File: config.mk
export PLATFORM = sky130hd
export DESIGN_NAME = pkt_rr_arbiter
export DESIGN_NICKNAME = d
export VERILOG_FILES = /design/src/rtl/pkt_arb_pkg.sv /design/src/rtl/rr_pick.sv /design/src/rtl/pkt_rr_arbiter.sv
export SDC_FILE = /design/constraint.sdc
export NUM_CORES = 1
export LEC_CHECK = 0
export CAP_MARGIN = 20
export CELL_PAD_IN_SITES_DETAIL_PLACEMENT = 1
export CELL_PAD_IN_SITES_GLOBAL_PLACEMENT = 2
export CORE_MARGIN = 2
export CORE_UTILIZATION = 19
export CTS_BUF_LIST = sky130_fd_sc_hd__clkbuf_16
export CTS_CLUSTER_SIZE = 10
export DETAILED_ROUTE_END_ITERATION = 6
export GPL_ROUTABILITY_DRIVEN = 0
export GPL_TIMING_DRIVEN = 0
export PLACE_DENSITY = 0.9
export REMOVE_ABC_BUFFERS = 1
export SYNTH_ARGS = -nofsm -noshare
export SYNTH_HDL_FRONTEND = slang
export SYNTH_SLANG_ARGS = --single-unit
File: constraint.sdc
create_clock -name clk -period 4.3 [get_ports clk]
set_input_delay 0.86 -clock clk [delete_from_list [all_inputs] [get_ports clk]]
set_output_delay 0.86 -clock clk [all_outputs]
set_load 0.02 [all_outputs]
File: src/rtl/pkt_arb_pkg.sv
// Shared types and helpers for the packet round-robin arbiter and its
// priority encoder.
package pkt_arb_pkg;

   typedef enum logic {ARB_IDLE, ARB_BUSY} arb_state_e;

   localparam int N_REQ_MAX = 16;

   // Index width for n channels; never narrower than one bit.
   function automatic int idx_w(input int n);
      return (n <= 2) ? 1 : $clog2(n);
   endfunction

endpackage

File: src/rtl/rr_pick.sv
// Combinational rotating-priority encoder: returns the first set request at
// or after ptr_i, wrapping past the top index back to zero.
module rr_pick
   import pkt_arb_pkg::*;
#(
   parameter int N_REQ = 4
) (
   input  logic [N_REQ-1:0]          req_i,
   input  logic [idx_w(N_REQ)-1:0]   ptr_i,
   output logic                      any_o,
   output logic [idx_w(N_REQ)-1:0]   idx_o
);

   localparam int IW = idx_w(N_REQ);
   localparam logic [IW-1:0] LAST_IDX = IW'(N_REQ - 1);

   logic [IW-1:0] cand;

   // Explicit compare against the top index keeps the wrap correct when
   // N_REQ is not a power of two.
   always_comb begin
      any_o = 1'b0;
      idx_o = '0;
      cand  = ptr_i;
      for (int k = 0; k < N_REQ; k++) begin
         if (!any_o && req_i[cand]) begin
            any_o = 1'b1;
            idx_o = cand;
         end
         cand = (cand == LAST_IDX) ? '0 : cand + 1'b1;
      end
   end

endmodule

File: src/rtl/pkt_rr_arbiter.sv
// Packet-locked round-robin arbiter: N_REQ valid/ready streams share one
// output channel; a grant is held from first beat until the last beat.
module pkt_rr_arbiter
   import pkt_arb_pkg::*;
#(
   parameter int N_REQ  = 4,
   parameter int DATA_W = 32,
   parameter int CNT_W  = 16
) (
   input  logic                      clk,
   input  logic                      rst_n,
   input  logic [N_REQ-1:0]          s_valid,
   input  logic [N_REQ*DATA_W-1:0]   s_data,
   input  logic [N_REQ-1:0]          s_last,
   output logic [N_REQ-1:0]          s_ready,
   output logic                      m_valid,
   output logic [DATA_W-1:0]         m_data,
   output logic                      m_last,
   output logic [idx_w(N_REQ)-1:0]   m_src,
   input  logic                      m_ready,
   output logic                      busy,
   output logic [CNT_W-1:0]          pkt_cnt
);

   localparam int IW = idx_w(N_REQ);
   localparam logic [IW-1:0] LAST_IDX = IW'(N_REQ - 1);

   if (N_REQ < 2 || N_REQ > N_REQ_MAX) begin : g_bad_n_req
      $error("pkt_rr_arbiter: N_REQ out of range");
   end

   arb_state_e     state_q, state_d;
   logic [IW-1:0]  gnt_q, gnt_d;
   logic [IW-1:0]  ptr_q, ptr_d;
   logic [CNT_W-1:0] cnt_q, cnt_d;
   logic           pick_any;
   logic [IW-1:0]  pick_idx;

   rr_pick #(.N_REQ(N_REQ)) u_pick (
      .req_i (s_valid),
      .ptr_i (ptr_q),
      .any_o (pick_any),
      .idx_o (pick_idx)
   );

   assign pkt_cnt = cnt_q;

   // Handshake: a beat moves on the cycle m_valid && m_ready are both high;
   // the granted source sees s_ready = m_ready, every other source sees 0.
   always_comb begin
      state_d = state_q;
      gnt_d   = gnt_q;
      ptr_d   = ptr_q;
      cnt_d   = cnt_q;
      s_ready = '0;
      m_valid = 1'b0;
      m_data  = '0;
      m_last  = 1'b0;
      m_src   = '0;
      busy    = 1'b0;
      case (state_q)
         ARB_IDLE: begin
            if (pick_any) begin
               gnt_d   = pick_idx;
               state_d = ARB_BUSY;
            end
         end
         ARB_BUSY: begin
            busy           = 1'b1;
            m_valid        = s_valid[gnt_q];
            m_data         = s_data[gnt_q*DATA_W +: DATA_W];
            m_last         = s_last[gnt_q];
            m_src          = gnt_q;
            s_ready[gnt_q] = m_ready;
            // Pointer only moves on packet completion, never per beat.
            if (m_valid && m_ready && m_last) begin
               state_d = ARB_IDLE;
               ptr_d   = (gnt_q == LAST_IDX) ? '0 : gnt_q + 1'b1;
               cnt_d   = cnt_q + 1'b1;
            end
         end
         default: state_d = ARB_IDLE;
      endcase
   end

   always_ff @(posedge clk or negedge rst_n) begin
      if (!rst_n) begin
         state_q <= ARB_IDLE;
         gnt_q   <= '0;
         ptr_q   <= '0;
         cnt_q   <= '0;
      end else begin
         state_q <= state_d;
         gnt_q   <= gnt_d;
         ptr_q   <= ptr_d;
         cnt_q   <= cnt_d;
      end
   end

endmodule

=== Word level (Yosys, flattened, before mapping) ===
Cells that the tools add are included.
Widths: inputs -> output; s select.

* $add $sub $neg: 5
* Order comparisons: 6
* Eq/ne operators: 4
* Shift-type cells: 1
* Mux-type cells: 35
* Bitwise logic cells: 2
* Reduce and logical (&&, ||, !) cells: 11

{| class="wikitable"
|+ Operator list
! kind !! number
|-
| $shiftx 128x8->32 || 1
|-
| $mux 32 || 1
|-
| $mux 2 || 9
|-
| $add 16x1->16 const B || 1
|-
| $mux 1 || 16
|-
| $lt 2x3->1 const B || 5
|-
| $bmux 1 s2 || 6
|-
| $add 2x1->2 const B || 4
|-
| $eq 2x2->1 const B || 4
|-
| $logic_and 1x1->1 || 6
|-
| $and 4x4->4 || 1
|-
| $mux 4 || 1
|-
| $reduce_and 2->1 || 2
|-
| $logic_not 1->1 || 3
|-
| $demux 1 s2 || 1
|-
| $ge 2x1->1 const B || 1
|-
| $pmux 1 s2 || 1
|-
| $not 1->1 || 1
|}

* Register bits after elaboration: 21
* Input bits: 139
* Output and inout port bits: 57

=== Logic depth before layout (Yosys ltp) ===
Gate-level depths: netlist (run 1).

* Word-level depth: 14
* Mapped depth: 8
* Gate-level depth less buffers: 6

=== By module ===
Synthesis (run 1) repeated with hierarchy kept, for this count alone.

* Cells, all modules: 218
* Area total of the unflattened synthesis: 2439.8 sq um

{| class="wikitable"
|+ By module, submodules not included
! module !! times used !! cells each !! area an instance (sq um) !! seq. area each (sq um)
|-
| pkt_rr_arbiter || 1 || 177 || 2154.6 || 525.5
|-
| rr_pick || 1 || 41 || 285.3 || 0.0
|}

=== Worst setup path after synthesis (run 1) ===
OpenSTA, ideal clock, no wires.

* Kind: input to output
* Start point: input port s_last[3]
* End point: output port m_last
* Arrival time: 1.561 ns
* Required time: 3.440 ns
* Path slack: 1.879 ns
* Cell stages on the path: 2
* Buffers on the path: 0
* Cells stage by stage: mux4_2 -> and2_1

* Longest elaborated chain between the ends: 3

{| class="wikitable"
|+ RTL lines
! element !! line !! text
|-
| from (decl) || pkt_rr_arbiter.sv:14 || <nowiki>input logic [N_REQ-1:0] s_last,</nowiki>
|-
| $bmux 1 s2 || pkt_rr_arbiter.sv:72 || <nowiki>m_last = s_last[gnt_q];</nowiki>
|-
| $mux 1 (not written as such) || pkt_rr_arbiter.sv:72 ||
|-
| $mux 1 || pkt_rr_arbiter.sv:61 || <nowiki>case (state_q)</nowiki>
|-
| to (decl) || pkt_rr_arbiter.sv:18 || <nowiki>output logic m_last,</nowiki>
|}

Every way passes these cells. The select of a mux whose other input is x is not followed.

=== Worst setup path in the final report (run 1) ===
* Start point: input port s_valid[3]
* End point: output port m_valid

* Longest elaborated chain between the ends: 3

{| class="wikitable"
|+ RTL lines
! element !! line !! text
|-
| from (decl) || pkt_rr_arbiter.sv:12 || <nowiki>input logic [N_REQ-1:0] s_valid,</nowiki>
|-
| $bmux 1 s2 || pkt_rr_arbiter.sv:70 || <nowiki>m_valid = s_valid[gnt_q];</nowiki>
|-
| $mux 1 (not written as such) || pkt_rr_arbiter.sv:70 ||
|-
| $mux 1 || pkt_rr_arbiter.sv:61 ||
|-
| to (decl) || pkt_rr_arbiter.sv:16 || <nowiki>output logic m_valid,</nowiki>
|}

Every way passes these cells. The select of a mux whose other input is x is not followed.

==> impl_metrics.env, run 1 <==
export IMPL_outcome="finished, final reports clean"
export IMPL_netlist_instances=205
export IMPL_drive_gt1_share_pct=13.1
export IMPL_routed_wl_um=9950
export IMPL_synth_warnings=0
export IMPL_ys_async_sr_fraction_pct=100
export IMPL_multi_input_area_um2=1660
export IMPL_max_cap_violations=0
export IMPL_clkLatencyLatePin_ns=0.25
export IMPL_rsz0062_at_grt="false"
export IMPL_critPathRequiredTime_ns=3.44
export IMPL_start_util_pct=19.4
export IMPL_viasPerCell=4.67
export IMPL_die_area_um2=13000
export IMPL_die_width_um=114
export IMPL_finalSetupViolCount=0
export IMPL_fin_crit_ns=3.57
export IMPL_ys_types=39
export IMPL_routedWlPerCell_um=18.5
export IMPL_die_h_um=114
export IMPL_place_hpwl_um=8340
export IMPL_yosysSeqAreaShare_pct=22.8
export IMPL_rows=40
export IMPL_ir_worst_vdd_uv=214
export IMPL_path_cells="clkdlybuf4s50_1 -> mux4_2 -> and2_1 -> clkdlybuf4s50_1"
export IMPL_grt_pass1_vias=2836
export IMPL_crit_arrival_ns=2.71
export IMPL_cts_root_buf="clkbuf_16"
export IMPL_hold_class="reg2reg"
export IMPL_grt_ovfl_total=0
export IMPL_ys_flop_type="dfrtp_1"
export IMPL_synth_enable_flop_cells=0
export IMPL_io_buffers=195
export IMPL_ios=196
export IMPL_diodes=0
export IMPL_place_inst=533
export IMPL_slowest_delay_ns=0.57
export IMPL_drc=0
export IMPL_ctsResizeCount=0
export IMPL_relSlewSlack_pct=37.7
export IMPL_start_kind="input pin"
export IMPL_critPathMostFrequentCell="clkdlybuf4s50_1"
export IMPL_cpMaxStageDelayCell="mux4_2"
export IMPL_whs_ns=0.479
export IMPL_synth_cell_area_um2=2310
export IMPL_dp_slack_ns=0.721
export IMPL_grt_max_degree=39
export IMPL_synth_seq_cells=21
export IMPL_slew_viol_final=0
export IMPL_placed_area_um2=4410
export IMPL_worst_slack_ns=0.731
export IMPL_finalHoldViolCount=0
export IMPL_path_class="in2out"
export IMPL_cts_tree="built"
export IMPL_layout_nets=536
export IMPL_antenna_left=0
export IMPL_stdcell_count=537
export IMPL_seq_area_um2=528
export IMPL_critPathCaptureType="output pin"
export IMPL_clock_sinks=21
export IMPL_vias=2509
export IMPL_cts_max_path_buffers=2
export IMPL_period_share_pct=83.0
export IMPL_synthToLayoutAreaGrowth_pct=94.7
export IMPL_fin_area_um2=4490
export IMPL_fin_setup_tns_ns=0
export IMPL_antenna_found_initial=0
export IMPL_cts_buffers=3
export IMPL_syn_avg_cell_area_um2=11.3
export IMPL_grt_pass1_wl_um=14900
export IMPL_path_clk_slew_ns=0.05
export IMPL_h_tree_depth=1
export IMPL_p_leak_nw=1.71
export IMPL_drtIter0Drc=50
export IMPL_clock_fmax_ghz=0.280
export IMPL_max_slew_worst_pin_slew_ns=0.934
export IMPL_p_per_area_nw_per_um2=542
export IMPL_grtUsageTotal_pct=14.6
export IMPL_cts_setup_buffers=0
export IMPL_fillers=1354
export IMPL_cp_max_fo=9
export IMPL_core_area_um2=11900
export IMPL_ctsHoldBuffers=0
export IMPL_finalClockSkew_ns=0.00180
export IMPL_drt_pass1_iterations=4
-- placed cells by master (no fill, tap or decap), drive strengths merged, types with 8 or more instances in the layout --
master,instances
clkdlybuf4s50,195
mux4,35
and2,34
dfrtp,21
xnor2,11
nand2,11
inv,9
nor2,8
-- through the flow --
step                      utilization [%]  power (mW)
after floorplan                         -        1.40
after global placement               36.6        2.22
after detailed placement             37.0        2.27
after CTS                            37.7        2.47
after global routing                 37.7        2.59
final                                37.7        2.43
-- layout make-up --
class	count	area share [%]
tap	147	4.09
inverter	8	0.669
timing repair buffer	197	44.7
clock buffer	3	1.67
multi-input combinational	160	37.0
clock inverter	1	0.0836
sequential	21	11.8
-- cells by family after synthesis --
| group | synth area share (%) |
|---|---|
| buffers and inverters | 5.10 |
| multiplexers | 36.8 |
| flip-flops | 22.8 |
| adder cells (fa/ha/maj) | 3.25 |
| XOR/XNOR | 5.69 |
| AND/OR/NAND/NOR | 20.8 |
| AO/OA/AOI/OAI | 5.53 |
-- routing by layer --
metal | wire length (um) | track usage [%]
met1 | 3580 | 16.2
met4 | 179 | 2.93
met5 | 0 | 0
met3 | 975 | 5.61
met2 | 5210 | 26.4
-- registers in the layout, indices dropped and copies added, names as in the netlist --
signal / count
ptr_q: 2
state_q: 1
gnt_q: 2
pkt_cnt: 16
-- critical path, delay by kind of cell --
kind | cells | cell delay, ns
buf+inv | 2 | 1.10
mux | 1 | 0.57
simple gates | 1 | 0.18
-- final timing paths --
kind,slack [ns],endpoint,depth (start not counted),start
max in group asynchronous,2.54,gnt_q[0]$_DFFE_PN0P_,1,rst_n
hold reg to reg,0.48,pkt_cnt[15]$_DFFE_PN0P_,1,pkt_cnt[15]$_DFFE_PN0P_
setup reg to reg,1.91,pkt_cnt[12]$_DFFE_PN0P_,5,gnt_q[1]$_DFFE_PN0P_
hold / removal,0.48,pkt_cnt[15]$_DFFE_PN0P_,1,pkt_cnt[15]$_DFFE_PN0P_
min in group asynchronous,1.13,pkt_cnt[14]$_DFFE_PN0P_,1,rst_n
setup / recovery,0.73,m_valid,4,s_valid[3]
-- cell usage after synthesis (all sizes together), types with 3 or more instances --
| master | n | share of area (%) |
|---|---|---|
| a21oi | 4 | 0.87 |
| and2 | 34 | 9.2 |
| and3 | 6 | 1.6 |
| buf | 8 | 2.5 |
| clkbuf | 8 | 1.3 |
| dfrtp | 21 | 23 |
| ha | 6 | 3.3 |
| inv | 8 | 1.3 |
| mux2i | 5 | 2.2 |
| mux4 | 35 | 34 |
| nand2 | 11 | 1.8 |
| nand3 | 5 | 1.5 |
| nand4 | 6 | 1.9 |
| nor2 | 8 | 1.3 |
| o21ai | 3 | 0.65 |
| xnor2 | 11 | 4.2 |
| xor2 | 4 | 1.5 |
-- power breakdown --
| part | internal (mW) | switching [mW] |
|---|---|---|
| clock | 0.124 | 0.0660 |
| combinational | 1.04 | 0.777 |
| sequential | 0.236 | 0.196 |
| total | 1.39 | 1.04 |
Power figures use the tool's default switching activity.
==> run 2, diff against run 1 <==
--- a/config.mk
+++ b/config.mk
@@ -9,13 +9,13 @@
 export CELL_PAD_IN_SITES_DETAIL_PLACEMENT = 1
 export CELL_PAD_IN_SITES_GLOBAL_PLACEMENT = 2
 export CORE_MARGIN = 2
-export CORE_UTILIZATION = 19
+export CORE_UTILIZATION = 16
 export CTS_BUF_LIST = sky130_fd_sc_hd__clkbuf_16
 export CTS_CLUSTER_SIZE = 10
 export DETAILED_ROUTE_END_ITERATION = 6
 export GPL_ROUTABILITY_DRIVEN = 0
 export GPL_TIMING_DRIVEN = 0
-export PLACE_DENSITY = 0.9
+export PLACE_DENSITY = 0.81
 export REMOVE_ABC_BUFFERS = 1
 export SYNTH_ARGS = -nofsm -noshare
 export SYNTH_HDL_FRONTEND = slang
==> constraint.sdc (replaced) <==
create_clock -name clk -period 3 [get_ports clk]
set_input_delay 0.6 -clock clk [delete_from_list [all_inputs] [get_ports clk]]
set_output_delay 0.6 -clock clk [all_outputs]
set_load 0.02 [all_outputs]
==> run 2 against run 1 <==
Sequential share of layout area fell by 0.058 points. Final area rose by 1.4%. First-iteration DRC count shrank 32%. Wire length is 3.0% higher. Flip-flop and latch count unchanged. Clock skew is 0.00076 ns lower. Clock-buffer cell count did not move. Non-clock buffer count is 2 higher. Worst hold slack lost 0.015 ns. Core utilization fell by 5.1 points. Die area is 18% higher. Register-to-register slack worse by 1.1 ns.
==> impl_metrics.env, run 2 (synthesized netlist as in run 1, its figures left out) <==
export IMPL_critPathRequiredTime_ns=2.40
export IMPL_fin_crit_ns=2.83
export IMPL_grt_pass1_wl_um=15500
export IMPL_r2r_start="ptr_q[0]$_DFFE_PN0P_"
export IMPL_max_slew_worst_pin_slew_ns=0.968
export IMPL_start_kind="input pin"
export IMPL_largest_reg_flops=16
export IMPL_diodes=0
export IMPL_drc=0
export IMPL_relSlewSlack_pct=35.3
export IMPL_p_per_area_nw_per_um2=772
export IMPL_hold_class="reg2reg"
export IMPL_rows=43
export IMPL_crit_arrival_ns=2.23
export IMPL_period_share_pct=94.4
export IMPL_viasPerCell=4.38
export IMPL_io_buffers=195
export IMPL_h_tree_depth=1
export IMPL_clock_sinks=21
export IMPL_ios=196
export IMPL_ctsHoldBuffers=0
export IMPL_grt_pass1_vias=2785
export IMPL_grt_ovfl_total=0
export IMPL_cp_depth=4
export IMPL_die_area_um2=15400
export IMPL_routed_wl_um=10200
export IMPL_r2r_setup_slack_ns=0.83
export IMPL_finalHoldViolCount=0
export IMPL_synthToLayoutAreaGrowth_pct=97.5
export IMPL_layout_nets=538
export IMPL_start_util_pct=16.5
export IMPL_die_h_um=124
export IMPL_hold_start="pkt_cnt[15]$_DFFE_PN0P_"
export IMPL_dp_slack_ns=-0.0761
export IMPL_fin_area_um2=4560
export IMPL_final_cell_mix="clkdlybuf4s50_1 (194), mux4_2 (35), and2_1 (34)"
export IMPL_final_common_cell="clkdlybuf4s50_1"
export IMPL_routedWlPerCell_um=17.9
export IMPL_drt_pass1_iterations=4
export IMPL_rsz0062_at_grt="false"
export IMPL_critical_path_top_delay_family="buffers and inverters"
export IMPL_p_leak_nw=1.73
export IMPL_max_cap_violations=0
export IMPL_ir_worst_vdd_uv=417
export IMPL_die_width_um=124
export IMPL_path_clk_slew_ns=0.06
export IMPL_cts_max_path_buffers=2
export IMPL_grt_max_degree=39
export IMPL_whs_ns=0.465
export IMPL_vias=2508
export IMPL_place_inst=566
export IMPL_power_mw=3.52
export IMPL_finalSetupViolCount=0
export IMPL_path_cells="clkdlybuf4s50_1 -> mux4_2 -> and2_1 -> dlygate4sd2_1"
export IMPL_clkLatencyLatePin_ns=0.25
export IMPL_antenna_found_initial=0
export IMPL_finalClockSkew_ns=0.00103
export IMPL_grtUsageTotal_pct=13.1
export IMPL_cp_endpoint="m_valid"
export IMPL_reg2reg_depth=6
export IMPL_drtIter0Drc=34
export IMPL_worst_slack_ns=0.167
export IMPL_slew_viol_final=0
export IMPL_slowest_delay_ns=0.58
export IMPL_stdcell_count=572
export IMPL_critPathBufInv=2
export IMPL_r2r_end="gnt_q[0]$_DFFE_PN0P_"
export IMPL_drive_gt1_share_pct=13.5
export IMPL_path_class="in2out"
export IMPL_critPathCaptureType="output pin"
export IMPL_core_area_um2=14000
export IMPL_crit_start="s_valid[3]"
export IMPL_cpMaxStageDelayCell="mux4_2"
export IMPL_cp_max_fo=9
export IMPL_antenna_left=0
export IMPL_place_hpwl_um=8600
export IMPL_cts_root_buf="clkbuf_16"
export IMPL_outcome="finished, final reports clean"
export IMPL_cts_buffers=3
export IMPL_cts_tree="built"
export IMPL_placed_area_um2=4450
export IMPL_holdPathStages=1
export IMPL_clock_fmax_ghz=0.353
[run 2: per-stage QoR]
stage                     TNS [ns]  util, %
after floorplan            -0.0477        -
after global placement      -47.13     31.4
after detailed placement   -0.0761     31.8
after CTS                        0     32.6
after global routing             0     32.6
final                            0     32.6
[run 2: layout make-up]
type | instances | area [um2]
fill | 1571 | 9430
timing repair buffer | 199 | 2030
multi-input combinational | 160 | 1660
sequential | 21 | 533
tap | 180 | 225
clock buffer | 3 | 75.1
inverter | 8 | 30.0
clock inverter | 1 | 3.75
[run 2: repair_timing]
action                                  in CTS  in global routing
hold endpoints to repair                     0                  0
endpoints found under the setup margin      25                  0
buffers inserted                             2                  0
gates resized for setup                      3                  0
[run 2: routing by layer]
layer	global-route usage, %	wire [um]
met1	15.3	3780
met2	23.6	5400
met3	5.22	1020
met4	0.772	36
met5	0	0
[run 2: how the worst min path moves through the flow]
stage / to / slack, ns
6_report: pkt_cnt[15]$_DFFE_PN0P_ / 0.46
5_1_grt: pkt_cnt[15]$_DFFE_PN0P_ / 0.51
4_1_cts: pkt_cnt[15]$_DFFE_PN0P_ / 0.47
3_5_place_dp: pkt_cnt[15]$_DFFE_PN0P_ / 0.46
3_3_place_gp: pkt_cnt[15]$_DFFE_PN0P_ / 0.46
2_1_floorplan: gnt_q[0]$_DFFE_PN0P_ / 0.30
[run 2: report_power, final]
part,total (mW),internal (mW),switching (mW),leakage (nW)
clock,0.275,0.177,0.0980,0.0423
sequential,0.554,0.347,0.207,0.269
combinational,2.69,1.50,1.19,1.42
==> run 3, diff against run 2 <==
--- a/config.mk
+++ b/config.mk
@@ -20,3 +20,4 @@
 export SYNTH_ARGS = -nofsm -noshare
 export SYNTH_HDL_FRONTEND = slang
 export SYNTH_SLANG_ARGS = --single-unit
+export TNS_END_PERCENT = 5
==> run 3 against run 2 <==
Wire length decreased by 0.47%. Critical path type unchanged. Global-route usage decreased by 0.058 points. Largest power group unchanged. Via count decreased by 0.12%. Combinational power decreased by 8.2%. Final area decreased by 1.2%.
==> impl_metrics.env, run 3 (synthesized netlist as in run 1, its figures left out) <==
export IMPL_outcome="finished, final reports clean"
export IMPL_core_area_um2=14000
export IMPL_p_int_mw=1.87
export IMPL_relSlewSlack_pct=35.6
export IMPL_cts_root_buf="clkbuf_16"
export IMPL_grt_busiest_layer="met2"
export IMPL_critPathCaptureType="output pin"
export IMPL_grt_pass1_vias=2785
export IMPL_cpMaxStageDelayCell="mux4_2"
export IMPL_start_util_pct=16.5
export IMPL_fin_setup_tns_ns=0
export IMPL_drtIter0Drc=52
export IMPL_slew_viol_final=0
export IMPL_drive_gt1_share_pct=13.1
export IMPL_cts_buffers=3
export IMPL_fillers=1583
export IMPL_p_clk_share_pct=8.2
export IMPL_antenna_left=0
export IMPL_grt_max_degree=39
export IMPL_max_cap_violations=0
export IMPL_stdcell_count=570
export IMPL_die_area_um2=15400
export IMPL_routed_wl_um=10200
export IMPL_reg2reg_depth=6
export IMPL_cp_endpoint="m_valid"
export IMPL_finalClockSkew_ns=0.00103
export IMPL_h_tree_depth=1
export IMPL_grt_ovfl_total=0
export IMPL_grtUsageTotal_pct=13.1
export IMPL_power_mw=3.35
export IMPL_path_cells="clkdlybuf4s50_1 -> mux4_2 -> and2_1 -> dlygate4sd2_1"
export IMPL_r2r_end="gnt_q[0]$_DFFE_PN0P_"
export IMPL_io_buffers=195
export IMPL_multi_input_area_um2=1660
export IMPL_ir_worst_vdd_uv=366
export IMPL_clkLatencyLatePin_ns=0.25
export IMPL_finalSetupViolCount=0
export IMPL_drc=0
export IMPL_viasPerCell=4.39
export IMPL_cp_max_fo=9
export IMPL_crit_start="s_valid[3]"
export IMPL_diodes=0
export IMPL_path_class="in2out"
export IMPL_seqPwrFrac_pct=17.9
export IMPL_rows=43
export IMPL_p_sw_share_pct=44.2
export IMPL_place_inst=566
export IMPL_comb_power_share_pct=73.9
export IMPL_slowest_delay_ns=0.58
export IMPL_drt_pass1_iterations=4
export IMPL_hold_class="reg2reg"
export IMPL_grt_pass1_wl_um=15400
export IMPL_die_h_um=124
export IMPL_period_share_pct=94.5
export IMPL_use_met2_pct=23.6
export IMPL_place_hpwl_um=8600
export IMPL_largest_reg_flops=16
export IMPL_routedWlPerCell_um=17.9
export IMPL_ios=196
export IMPL_ctsHoldBuffers=0
export IMPL_p_per_area_nw_per_um2=743
export IMPL_r2r_setup_slack_ns=0.83
export IMPL_clock_sinks=21
export IMPL_p_switching_mw=1.48
export IMPL_met1_usage_pct=15.2
export IMPL_final_common_cell="clkdlybuf4s50_1"
export IMPL_path_clk_slew_ns=0.06
export IMPL_antenna_found_initial=0
export IMPL_layout_nets=536
export IMPL_synthToLayoutAreaGrowth_pct=95.2
export IMPL_r2r_start="ptr_q[0]$_DFFE_PN0P_"
export IMPL_seq_area_um2=533
export IMPL_final_cell_mix="clkdlybuf4s50_1 (174), mux4_2 (35), and2_1 (34)"
export IMPL_max_slew_worst_pin_slew_ns=0.963
export IMPL_rsz0062_at_grt="false"
export IMPL_fin_crit_ns=2.83
export IMPL_vias=2505
export IMPL_crit_arrival_ns=2.23
export IMPL_critPathRequiredTime_ns=2.40
export IMPL_grtUsageMet3_pct=5.13
export IMPL_clock_fmax_ghz=0.353
export IMPL_p_leak_nw=1.75
export IMPL_cts_tree="built"
export IMPL_start_kind="input pin"
export IMPL_finalHoldViolCount=0
export IMPL_die_width_um=124
export IMPL_cts_max_path_buffers=2
[run 3: cell count changes in the layout (fill, tap and decap cells not counted)]
cell and delta:
clkdlybuf4s50_1 -20, buf_4 -1, dlygate4sd2_1 +20, buf_12 -1
[run 3: worst max-delay path: cells and delay by family]
kind	cells	cell delay, ns
muxes	1	0.58
buffers and inverters	2	0.87
and+or+nand+nor	1	0.18
[run 3: repair_timing]
action                     4_1_cts  5_1_grt
setup endpoints to repair       25        0
buffers inserted                 0        0
resized for setup               23        0
[run 3: stage by stage]
stage / setup slack, ns / hold WS, ns / instance area (um2) / utilization, %
after global routing: 0.0703 / 0.507 / 4500 / 32.2
final: 0.166 / 0.465 / 4500 / 32.2
after global placement: -1.10 / 0.458 / 4400 / 31.4
after CTS: 0.141 / 0.473 / 4500 / 32.2
after detailed placement: -0.0761 / 0.463 / 4450 / 31.8
after floorplan: -0.0243 / 0.304 / 2220 / -
[run 3: worst min path at each step]
stage | from | to | slack, ns | cells after the start
finish | pkt_cnt[15]$_DFFE_PN0P_ | pkt_cnt[15]$_DFFE_PN0P_ | 0.46 | 1
global route | pkt_cnt[15]$_DFFE_PN0P_ | pkt_cnt[15]$_DFFE_PN0P_ | 0.51 | 1
CTS | pkt_cnt[15]$_DFFE_PN0P_ | pkt_cnt[15]$_DFFE_PN0P_ | 0.47 | 1
detailed placement | pkt_cnt[15]$_DFFE_PN0P_ | pkt_cnt[15]$_DFFE_PN0P_ | 0.46 | 1
global placement | pkt_cnt[15]$_DFFE_PN0P_ | pkt_cnt[15]$_DFFE_PN0P_ | 0.46 | 1
floorplan | rst_n | gnt_q[0]$_DFFE_PN0P_ | 0.30 | 0
[run 3: area by class of cell]
type                       count  share of cell area, %
clock inverter                 1                 0.0833
tap                          180                   5.00
inverter                       8                  0.667
sequential                    21                   11.8
multi-input combinational    160                   36.9
clock buffer                   3                   1.67
timing repair buffer         197                   43.8
[run 3: routing by layer]
layer | wire length (um) | vias up
li1 | - | 1146
met1 | 3760 | 1247
met2 | 5390 | 108
met3 | 1010 | 4
met4 | 36 | 0
met5 | 0 | -
[run 3: power groups by stage]
stage               registers [mW]  logic [mW]  clock network (mW)
finish                       0.599        2.47               0.275
global placement             0.699        2.50                   0
floorplan                    0.614        1.39                   0
global route                 0.635        2.68               0.299
CTS                          0.609        2.51               0.283
detailed placement           0.607        2.63                   0
